[src/rtl/cfg_shift_receiver.sv]
// cfg_shift_receiver: MSB-first serial config receiver feeding dynamic/static latch banks.
// Define SHREG_PARITY_EN to require an even-parity bit after the payload.
module cfg_shift_receiver #(
  parameter int DYN_W  = 16,
  parameter int STAT_W = 88
) (
  input  logic              CLK,
  input  logic              RST_N,
  input  logic              SDI,
  input  logic              SEN,
  input  logic              SLD,
  output logic [DYN_W-1:0]  DYNLATCH,
  output logic [STAT_W-1:0] STATLATCH,
  output logic              ENFIN,
  output logic              FRAME_ERR,
  output logic              SDO
);

  localparam int CW = $clog2(STAT_W + 1);
  localparam logic [CW-1:0] DYN_LAST  = CW'(DYN_W - 1);
  localparam logic [CW-1:0] STAT_LAST = CW'(STAT_W - 1);
  localparam logic [CW-1:0] CNT_ONE   = CW'(1);

  typedef enum logic [1:0] {
    IDLE,
    PAYLOAD,
    PARITY,
    WAIT_LD
  } state_t;

  state_t              state_q, state_d;
  logic [STAT_W-1:0]   shreg_q, shreg_d;
  logic [CW-1:0]       cnt_q, cnt_d;
  logic                sel_q, sel_d;
  logic                sdo_d;
  logic [DYN_W-1:0]    dyn_d;
  logic [STAT_W-1:0]   stat_d;
  logic                enfin_d;
  logic                err_d;
  logic                last;
`ifdef SHREG_PARITY_EN
  logic                par_q, par_d;
`endif

  assign last = (cnt_q == (sel_q ? STAT_LAST : DYN_LAST));

  always_comb begin
    state_d = state_q;
    shreg_d = shreg_q;
    cnt_d   = cnt_q;
    sel_d   = sel_q;
    sdo_d   = SDO;
    dyn_d   = DYNLATCH;
    stat_d  = STATLATCH;
    enfin_d = 1'b0;
    err_d   = 1'b0;
`ifdef SHREG_PARITY_EN
    par_d   = par_q;
`endif
    unique case (state_q)
      IDLE: begin
        if (SEN) begin
          sel_d   = SDI;
          cnt_d   = '0;
          state_d = PAYLOAD;
`ifdef SHREG_PARITY_EN
          par_d   = SDI;
`endif
        end
      end
      PAYLOAD: begin
        if (!SEN || SLD) begin
          err_d   = 1'b1;
          state_d = IDLE;
        end else begin
          sdo_d   = shreg_q[STAT_W-1];
          shreg_d = {shreg_q[STAT_W-2:0], SDI};
          cnt_d   = cnt_q + CNT_ONE;
`ifdef SHREG_PARITY_EN
          par_d   = par_q ^ SDI;
          if (last) state_d = PARITY;
`else
          if (last) state_d = WAIT_LD;
`endif
        end
      end
      PARITY: begin
`ifdef SHREG_PARITY_EN
        // Running parity covers header and payload; the bit must match it.
        if (!SEN || SLD || (SDI != par_q)) begin
          err_d   = 1'b1;
          state_d = IDLE;
        end else begin
          state_d = WAIT_LD;
        end
`else
        state_d = IDLE;
`endif
      end
      WAIT_LD: begin
        if (SEN) begin
          err_d   = 1'b1;
          state_d = IDLE;
        end else if (SLD) begin
          if (sel_q) stat_d = shreg_q;
          else       dyn_d  = shreg_q[DYN_W-1:0];
          enfin_d = 1'b1;
          state_d = IDLE;
        end
      end
      default: state_d = IDLE;
    endcase
  end

  always_ff @(posedge CLK or negedge RST_N) begin
    if (!RST_N) begin
      state_q   <= IDLE;
      shreg_q   <= '0;
      cnt_q     <= '0;
      sel_q     <= 1'b0;
      SDO       <= 1'b0;
      DYNLATCH  <= '0;
      STATLATCH <= '0;
      ENFIN     <= 1'b0;
      FRAME_ERR <= 1'b0;
`ifdef SHREG_PARITY_EN
      par_q     <= 1'b0;
`endif
    end else begin
      state_q   <= state_d;
      shreg_q   <= shreg_d;
      cnt_q     <= cnt_d;
      sel_q     <= sel_d;
      SDO       <= sdo_d;
      DYNLATCH  <= dyn_d;
      STATLATCH <= stat_d;
      ENFIN     <= enfin_d;
      FRAME_ERR <= err_d;
`ifdef SHREG_PARITY_EN
      par_q     <= par_d;
`endif
    end
  end

endmodule

[config.mk]
export PLATFORM = sky130hd
export DESIGN_NAME = cfg_shift_receiver
export DESIGN_NICKNAME = d
export VERILOG_FILES = /design/src/rtl/cfg_shift_receiver.sv
export SDC_FILE = /design/constraint.sdc
export NUM_CORES = 1
export LEC_CHECK = 0
export ABC_AREA = 1
export BUFFER_PORTS_ARGS = -buffer_cell sky130_fd_sc_hd__buf_4
export CAP_MARGIN = 20
export CORE_MARGIN = 1.5
export CORE_UTILIZATION = 29
export DETAILED_ROUTE_END_ITERATION = 7
export GPL_ROUTABILITY_DRIVEN = 0
export HOLD_SLACK_MARGIN = 0.08
export PLACE_DENSITY_LB_ADDON = 0.3
export SYNTH_ARGS = -nofsm -noshare
export SYNTH_HDL_FRONTEND = slang
export SYNTH_SLANG_ARGS = --single-unit
[constraint.sdc]
create_clock -name CLK -period 1.8 [get_ports CLK]
set_input_delay 0.18 -clock CLK [delete_from_list [all_inputs] [get_ports CLK]]
set_output_delay 0.18 -clock CLK [all_outputs]
set_load 0.03 [all_outputs]
==> results.md <==
* Die area at 27700 sq um
* Port Buffers at 111
* Antenna violations before repair at 0
* Crit start category: flop
* Filler cell count at 2657
* Worst-Margin Slew at 0.395 ns
* Achievable Freq at 666 MHz
* Sequential power share at 45.8%
* First-pass GRT wire length at 26900 um
* Crit end category: flop
* Die Height at 166 um
* PD cells at 1090 nW/um^2
* Hold Crit Class: in2async
* Synthesized net count at 807
* Internal at 8.15 mW
* Clk Latency, worst-skew pair at 0.51 ns
* Clock tree sinks at 205
* Endpoints failing setup at 0
* Initial DRC count at 295
* Post-layout min period at 1.50 ns
* Routed len/inst at 12.3 um
* Vias in the first global route at 5347
* Leak at 4.53 nW
* Post-synth top area share at 66.2%
* Status: finished with violations
* Io pins at 112
* Syn Inst Count at 801
* Flops & latches, synth at 205
* Maximum fanout along the worst path at 91
* Synthesized area at 7750 sq um
* Antenna Violating Nets Remaining at 0
* Pre-antenna DRT Iters at 8
* P&R area growth vs syn at 26.8%
* CTS Buf Count at 24
* Initial core utilization at 29.7%
* Clock share of power at 47.0%
* DP HPWL at 9620 um
* Row cnt at 59
* Root buf cell: clkbuf_16
* CTS tree: done
* Cell variety after synth at 18
* Critical Setup Path Class: reg2reg
* CP required at 2.16 ns
* Fin. Hold Viols at 0
* Net Switching at 2.54 mW
* Crit path DAT at 1.86 ns
* Yosys warnings at 0
* RSZ-0062 raised after global routing: no
* Vias per cell at 4.19
* Largest cells by area after synthesis: dfrtp_1 (66%), nand2_1 (11%), o21ai_1 (7.9%)
* DRC viols at 8
* Die width at 166 um
* Max Cap Violations at 0
* Slew margin rel. at 73.6%
* VDD IR max at 0.000554 V
* Skew final at 0.00701 ns
* Ant. Diodes at 0
* Combinational power share at 7.2%
* Via Count at 5291
* Total Wirelength at 15500 um
* Most common cell after layout, fill and taps aside: nand2_1
* Seq/Total Area, Yosys at 66.2%
* Share of layout cells above drive strength 1 at 17.6%
* Pins Over Slew Limit at 0
* Place WS at 0.334 ns
* Synth area leader: dfrtp_1
* Largest net degree at the start of global routing at 99
* Final Cycle Share at 83.4%
* Core area at 26100 sq um
* Post-CTS setup buffers at 0
* Nets at 916
* Clock transition at path regs at 0.06 ns
* Switching Share at 23.8%
* Remaining Overflow, GRT at 0
* Final setup TNS at 0 ns
* Clock Tree Buf Depth at 3
* Most frequent cells in the layout: nand2_1 (220), dfrtp_1 (205), o21ai_1 (123)
* Failing checks: design-rule violations
* Mapped Avg Cell Area at 9.68 sq um
* H-tree Lvls at 1
* Post-route setup slack at 0.299 ns
* Total global-route track usage at 11.5%
[area by class of cell]
type / count / area (sq um) / area share (%)
clock buffer: 35 / 713 / 7.26
clock inverter: 8 / 119 / 1.21
inverter: 103 / 387 / 3.93
timing repair buffer: 125 / 1040 / 10.6
tap: 335 / 419 / 4.27
sequential: 205 / 5130 / 52.2
multi-input combinational: 451 / 2010 / 20.5
[critical path, cell delays in order (launching register included)]
cell and delay [ns]:
dfrtp_1 0.41, nor2_2 0.26, nand2_4 0.19, buf_12 0.24
nand2_1 0.10, o21ai_0 0.09
[logic make-up (layout without fill, tap and decap cells)]
family	count (synthesis)	in the layout	synth area share [%]
buf+inv	145	271	8.01
compound gates	204	204	13.2
flops	205	205	66.2
fa+ha+maj	1	1	0.161
simple gates	246	246	12.4
[state kept, by name (all words and copies together) (netlist names)]
| register | cells |
|---|---|
| sel_q | 1 |
| shreg_q | 88 |
| ENFIN | 1 |
| SDO | 1 |
| cnt_q | 7 |
| DYNLATCH | 16 |
| STATLATCH | 88 |
| state_q | 2 |
| FRAME_ERR | 1 |
[cells in the mapped netlist]
cell type	count
dfrtp_1	205
ha_1	1
o21ai_1	123
nand4_1	5
buf_6	6
nand2_4	1
nand3_1	5
inv_1	103
o22ai_1	1
nand2_1	222
clkbuf_1	15
buf_2	19
nor2_2	1
o21ai_0	76
nor2_1	11
buf_4	2
a21oi_1	4
nor3_4	1
[per-stage QoR]
step / power (mW) / area, sq um / hold slack (ns) / std cells / utilization [%]
2_1_floorplan: 5.49 / 7750 / -0.116 / 801 / -
3_3_place_gp: 5.75 / 8940 / 0.129 / 1214 / 34.2
3_5_place_dp: 5.76 / 8940 / 0.134 / 1214 / 34.2
4_1_cts: 10.9 / 9830 / 0.146 / 1262 / 37.6
5_1_grt: 11.2 / 9830 / 0.195 / 1262 / 37.6
6_report: 10.7 / 9830 / 0.165 / 1262 / 37.6
[final timing paths]
| path | startpoint | end | slack (ns) | cells past startpoint |
|---|---|---|---|---|
| max in group asynchronous | RST_N | DYNLATCH[14] | 1.01 | 3 |
| hold / removal | RST_N | shreg_q[20] | 0.17 | 2 |
| hold reg to reg | DYNLATCH[0] | DYNLATCH[0] | 0.48 | 2 |
| setup / recovery | state_q[1] | shreg_q[43] | 0.30 | 5 |
| min in group CLK | DYNLATCH[0] | DYNLATCH[0] | 0.48 | 2 |
| setup reg to reg | state_q[1] | shreg_q[43] | 0.30 | 5 |
[power by group through the flow]
stage	Combinational, mW	Sequential, mW	Clock (mW)
6_report	0.769	4.90	5.03
5_1_grt	0.901	4.92	5.38
4_1_cts	0.794	4.89	5.21
3_5_place_dp	0.783	4.98	0
3_3_place_gp	0.776	4.97	0
2_1_floorplan	0.523	4.97	0
[per-layer routing]
layer / global-route usage, % / vias up / part of all wire (%)
met3: 3.18 / 33 / 6.1
met5: 0 / - / 0
li1: - / 2755 / -
met2: 18.5 / 97 / 44
met1: 14.9 / 2406 / 46
met4: 3.99 / 0 / 3.2
[timing repair]
action,4_1_cts,5_1_grt
hold endpoints to repair,211,0
resized for setup,0,0
endpoints found under the setup margin,0,0
hold buffers,5,0
Power figures use the tool's default switching activity.
